`config.mk`:
```
export PLATFORM = sky130hd
export DESIGN_NAME = aes_shift_rows_pipe
export DESIGN_NICKNAME = d
export VERILOG_FILES = /design/src/rtl/aes_pkg.sv /design/src/rtl/shift_rows_perm.sv /design/src/rtl/aes_shift_rows_pipe.sv
export SDC_FILE = /design/constraint.sdc
export NUM_CORES = 1
export LEC_CHECK = 0
export ABC_AREA = 1
export ABC_CLOCK_PERIOD_IN_PS = 16000
export BUFFER_PORTS_ARGS = -buffer_cell sky130_fd_sc_hd__buf_2
export CAP_MARGIN = 25
export CORE_MARGIN = 1
export CORE_UTILIZATION = 55
export DETAILED_ROUTE_END_ITERATION = 6
export PLACE_DENSITY = 0.84
export SYNTH_ARGS = -nofsm -noshare
export SYNTH_HDL_FRONTEND = slang
export SYNTH_HIERARCHICAL = 1
export SYNTH_SLANG_ARGS = --single-unit
```
`constraint.sdc`:
```
create_clock -name clk -period 16 [get_ports clk]
set_input_delay 2.4 -clock clk [delete_from_list [all_inputs] [get_ports clk]]
set_output_delay 2.4 -clock clk [all_outputs]
set_load 0.01 [all_outputs]
```
`src/rtl/aes_pkg.sv`:
```
// Shared Rijndael ShiftRows helpers: legal column counts, row offsets and byte placement.
package aes_pkg;

   localparam int COL_W = 32;

   function automatic bit nb_is_legal(int nb);
      return (nb == 4) || (nb == 6) || (nb == 8);
   endfunction

   function automatic int state_w(int nb);
      return COL_W * nb;
   endfunction

   // Wide blocks (8 columns) use a larger offset for rows 2 and 3.
   function automatic int row_shift(int nb, int r);
      if (nb == 8 && r >= 2) return r + 1;
      return r;
   endfunction

   // Byte k = r + 4c sits MSB-first in the column-major state vector.
   function automatic int byte_lsb(int nb, int r, int c);
      return state_w(nb) - 8 - 8 * (r + 4 * c);
   endfunction

endpackage

```
`src/rtl/shift_rows_perm.sv`:
```
// Combinational ShiftRows (INV=0) or InvShiftRows (INV=1) byte permutation.
module shift_rows_perm
   import aes_pkg::*;
#(
   parameter int NB  = 4,
   parameter bit INV = 1'b0
) (
   input  logic [COL_W*NB-1:0] din,
   output logic [COL_W*NB-1:0] dout
);

   for (genvar c = 0; c < NB; c++) begin : g_col
      for (genvar r = 0; r < 4; r++) begin : g_row
         localparam int SH  = row_shift(NB, r);
         // Source column wraps modulo NB, not modulo 4.
         localparam int SRC = INV ? (c + NB - SH) % NB : (c + SH) % NB;
         assign dout[byte_lsb(NB, r, c) +: 8] = din[byte_lsb(NB, r, SRC) +: 8];
      end
   end

endmodule

```
`src/rtl/aes_shift_rows_pipe.sv`:
```
// Registered ShiftRows stage with a 2-entry elastic output buffer.
// Define AES_SHIFT_ROWS_INV_EN to compile in the per-transaction InvShiftRows path.
module aes_shift_rows_pipe
   import aes_pkg::*;
#(
   parameter int NB    = 4,
   parameter int TAG_W = 4
) (
   input  logic                   clk,
   input  logic                   reset,
   input  logic                   in_valid,
   output logic                   in_ready,
   input  logic [COL_W*NB-1:0]    in_data,
   input  logic                   in_inv,
   input  logic [TAG_W-1:0]       in_tag,
   output logic                   out_valid,
   input  logic                   out_ready,
   output logic [COL_W*NB-1:0]    out_data,
   output logic                   out_inv,
   output logic [TAG_W-1:0]       out_tag
);

   localparam int W = state_w(NB);

   if (!nb_is_legal(NB)) begin : g_bad_nb
      $error("aes_shift_rows_pipe: NB must be 4, 6 or 8");
   end
   if (TAG_W < 1) begin : g_bad_tag
      $error("aes_shift_rows_pipe: TAG_W must be at least 1");
   end

   logic [W-1:0] fwd_data;
   logic [W-1:0] perm_data;
   logic         new_inv;

   shift_rows_perm #(.NB(NB), .INV(1'b0)) u_fwd (
      .din  (in_data),
      .dout (fwd_data)
   );

`ifdef AES_SHIFT_ROWS_INV_EN
   logic [W-1:0] inv_data;

   shift_rows_perm #(.NB(NB), .INV(1'b1)) u_inv (
      .din  (in_data),
      .dout (inv_data)
   );

   assign perm_data = in_inv ? inv_data : fwd_data;
   assign new_inv   = in_inv;
`else
   logic unused_inv;

   assign unused_inv = in_inv;
   assign perm_data  = fwd_data;
   assign new_inv    = 1'b0;
`endif

   logic [1:0]       count;
   logic [W-1:0]     data_q [2];
   logic             inv_q  [2];
   logic [TAG_W-1:0] tag_q  [2];
   logic             push;
   logic             pop;

   assign in_ready  = (count != 2'd2) && !reset;
   assign out_valid = (count != 2'd0);
   assign push      = in_valid && in_ready;
   assign pop       = out_valid && out_ready;

   assign out_data  = data_q[0];
   assign out_inv   = inv_q[0];
   assign out_tag   = tag_q[0];

   always_ff @(posedge clk) begin
      if (reset) begin
         count <= 2'd0;
         for (int i = 0; i < 2; i++) begin
            data_q[i] <= '0;
            inv_q[i]  <= 1'b0;
            tag_q[i]  <= '0;
         end
      end else begin
         if (pop) begin
            data_q[0] <= data_q[1];
            inv_q[0]  <= inv_q[1];
            tag_q[0]  <= tag_q[1];
            data_q[1] <= '0;
            inv_q[1]  <= 1'b0;
            tag_q[1]  <= '0;
         end
         // The new entry lands in whichever slot is the tail after any pop.
         if (push) begin
            if (count == 2'd0 || (count == 2'd1 && pop)) begin
               data_q[0] <= perm_data;
               inv_q[0]  <= new_inv;
               tag_q[0]  <= in_tag;
            end else begin
               data_q[1] <= perm_data;
               inv_q[1]  <= new_inv;
               tag_q[1]  <= in_tag;
            end
         end
         count <= count + 2'(push) - 2'(pop);
      end
   end

endmodule

```
==> out/results.txt <==
run status = completed
Via density = 4.95
CP Data Required Time = 13600 ps
Routed Antenna Nets = 0
filler instances = 1947
max cap viols = 0
total negative slack = 0 ps
Row Count = 56
Die H = 157 µm
Yosys cell types = 22
Post-Place Setup Slack = 10090 ps
WS Path Type = input pin to output port
met2 Use GR = 0.327
Setup violations, final = 0
grt ovf = 0
GR Util met3 = 0.0507
Max rail drop VDD = 0.000106 V
Yosys top cell area share = 0.598
final worst slack = 10660 ps
Worst-Skew Late Latency = 530 ps
Final min period = 5340 ps
Post-Synthesis Cells = 1287
Clk pin slew, worst setup/hold paths = 60 ps
syn_nets = 1425
Max clock buf depth = 3
Sink Count = 266
Syn Std Cell Area = 0.0133 mm²
ranking of synthesized cells by area = edfxtp_1, buf_4, nand3_1, inv_1, nand2_1
worst min path class = flop to flop
DP Wirelength = 15100 µm
post-cts sizing count = 0
hold-fix buffers at CTS = 0
Synth Area per Inst = 10.3 µm²
first-pass GRT wire length = 38300 µm
sequential share of the synthesized area = 0.601
Die Footprint = 0.0247 mm²
CP Launch Type = input pin
Final Slew Violations = 0
Starting Density = 0.563
CP max FO = 4
DR DRC count = 0
core area = 0.0235 mm²
largest net degree at the start of global routing = 135
wire per inst = 15.3 µm
Nets = 1403
final core utilization = 0.588
Detailed Routing Iterations Pass 1 = 5
initial antenna violation count = 6
reg-to-reg slack, setup = 12250 ps
Min-Delay Path Depth = 2
Total GRT Usage = 0.197
RSZ-0062 raised after global routing = false
GR Util met1 = 0.238
GPL Wtd Cong = 0.776
top cell type by total area after synthesis = edfxtp_1
hold slack = 612 ps
First DRT Iteration DRCs = 580
total routed wirelength = 24700 µm
CTS tree = yes
Die X = 157 µm
final hold violation count = 0
Ports = 272
Layout area overhead = 4.53%
vias = 7976
gr busiest metal = met2
Worst R2R Path Depth = 5
Seq cells post-synth = 266
layout cells sized above 1 = 0.259
I/O Buffers = 269
yosys warns = 6
vias in the first global route = 7880
clk root buf = clkbuf_16
number of CTS-inserted buffers = 28
Critical Path End Type = output port
Final Cycle Share = 0.334
Arrival @ worst endpoint = 2940 ps
Post-CTS Setup Repair Bufs = 0
Slew @ Worst Pin = 921 ps
fmax = 187 MHz
Pleak = 6.04 nW
pwr dens = 163 mW/mm²
H-tree depth = 1
Relative slew margins = 0.386
skew final = 15.5 ps
-- report_power, final --
group,total [mW],internal (mW),leakage (nW),switching (mW)
logic,0.488,0.142,2.74,0.346
registers,1.08,1.02,2.83,0.0534
clock network,0.693,0.428,0.472,0.265
total,2.26,1.59,6.04,0.665
-- per-stage QoR --
step,total power [mW],area (µm²),std cells
floorplan,1.57,13300,1287
detailed placement,1.58,12800,1553
finish,2.26,13900,1611
CTS,2.28,13800,1605
global placement,1.56,12800,1552
global route,2.37,13900,1611
-- routing by layer --
metal / vias up / part of all wire / wire [µm]
li1: 3929 / - / -
met1: 3690 / 0.40 / 9800
met2: 293 / 0.49 / 12000
met3: 64 / 0.073 / 1800
met4: 0 / 0.043 / 1060
met5: - / 0 / 0
-- cell families (layout without fill, tap and decap cells) --
group,Yosys count,count (layout),share of synthesized area
xor+xnor,1,1,0.000661
fa+ha+maj,1,1,0.000944
buf+inv,471,471,0.214
flops,266,266,0.601
other cells,1,6,0.000283
compound gates,136,136,0.0519
simple gates,411,411,0.131
-- cell usage in the layout, fill, tap and decap left out --
master	synthesis	final
o21ai_1	40	40
conb_1	1	1
buf_16	0	2
diode_2	0	5
ha_1	1	1
bufinv_16	0	6
a21oi_2	1	1
nand3_1	133	133
clkinvlp_4	0	5
clkbuf_16	0	29
inv_4	0	1
nand2_1	138	137
nand3_2	2	1
nor2_4	1	2
o21ai_2	1	1
a21oi_1	1	1
o21ai_4	0	1
clkinv_1	0	5
inv_1	138	138
edfxtp_1	264	264
nand2_4	0	1
nor2_1	136	136
buf_4	269	9
clkbuf_1	19	3
xnor2_1	1	1
clkinv_2	0	2
buf_2	43	269
clkinv_4	0	1
o21ai_0	93	92
dfxtp_1	2	2
inv_8	0	1
nand3_4	0	1
-- synth_stat cells --
master	n
inv_1	138
a21oi_2	1
buf_4	269
buf_6	1
nor2_4	1
clkbuf_1	19
dfxtp_1	2
edfxtp_1	264
ha_1	1
buf_2	43
nor2_2	1
xnor2_1	1
nand3_2	2
o21ai_1	40
nor2_1	136
a21oi_1	1
nand3_1	133
nand2_1	138
o21ai_0	93
o21ai_2	1
inv_2	1
conb_1	1
-- worst paths after layout --
check,startpoint,end
setup / recovery,reset,in_ready
hold / removal,data_q[0][218],data_q[0][90]
setup reg to reg,count[0],data_q[0][136]
hold reg to reg,data_q[0][218],data_q[0][90]
-- sequential cells by signal, summed over array words and instances, names as in the netlist --
register and cells:
count 2, data_q 256, tag_q 8
-- area by class of cell --
| type | count | area, µm² | share of cell area |
|---|---|---|---|
| Antenna cell | 5 | 12.5 | 0.000903 |
| Clock buffer | 32 | 737 | 0.0532 |
| Clock inverter | 20 | 267 | 0.0192 |
| Inverter | 139 | 524 | 0.0378 |
| Multi-Input combinational cell | 550 | 2480 | 0.179 |
| Sequential cell | 266 | 7970 | 0.575 |
| Tap cell | 319 | 399 | 0.0288 |
| Timing Repair Buffer | 280 | 1470 | 0.106 |
-- worst max-delay path, cell delays in order --
cell	delay, ps
buf_2	150
a21oi_2	190
buf_2	200
Power figures use the tool's default switching activity.
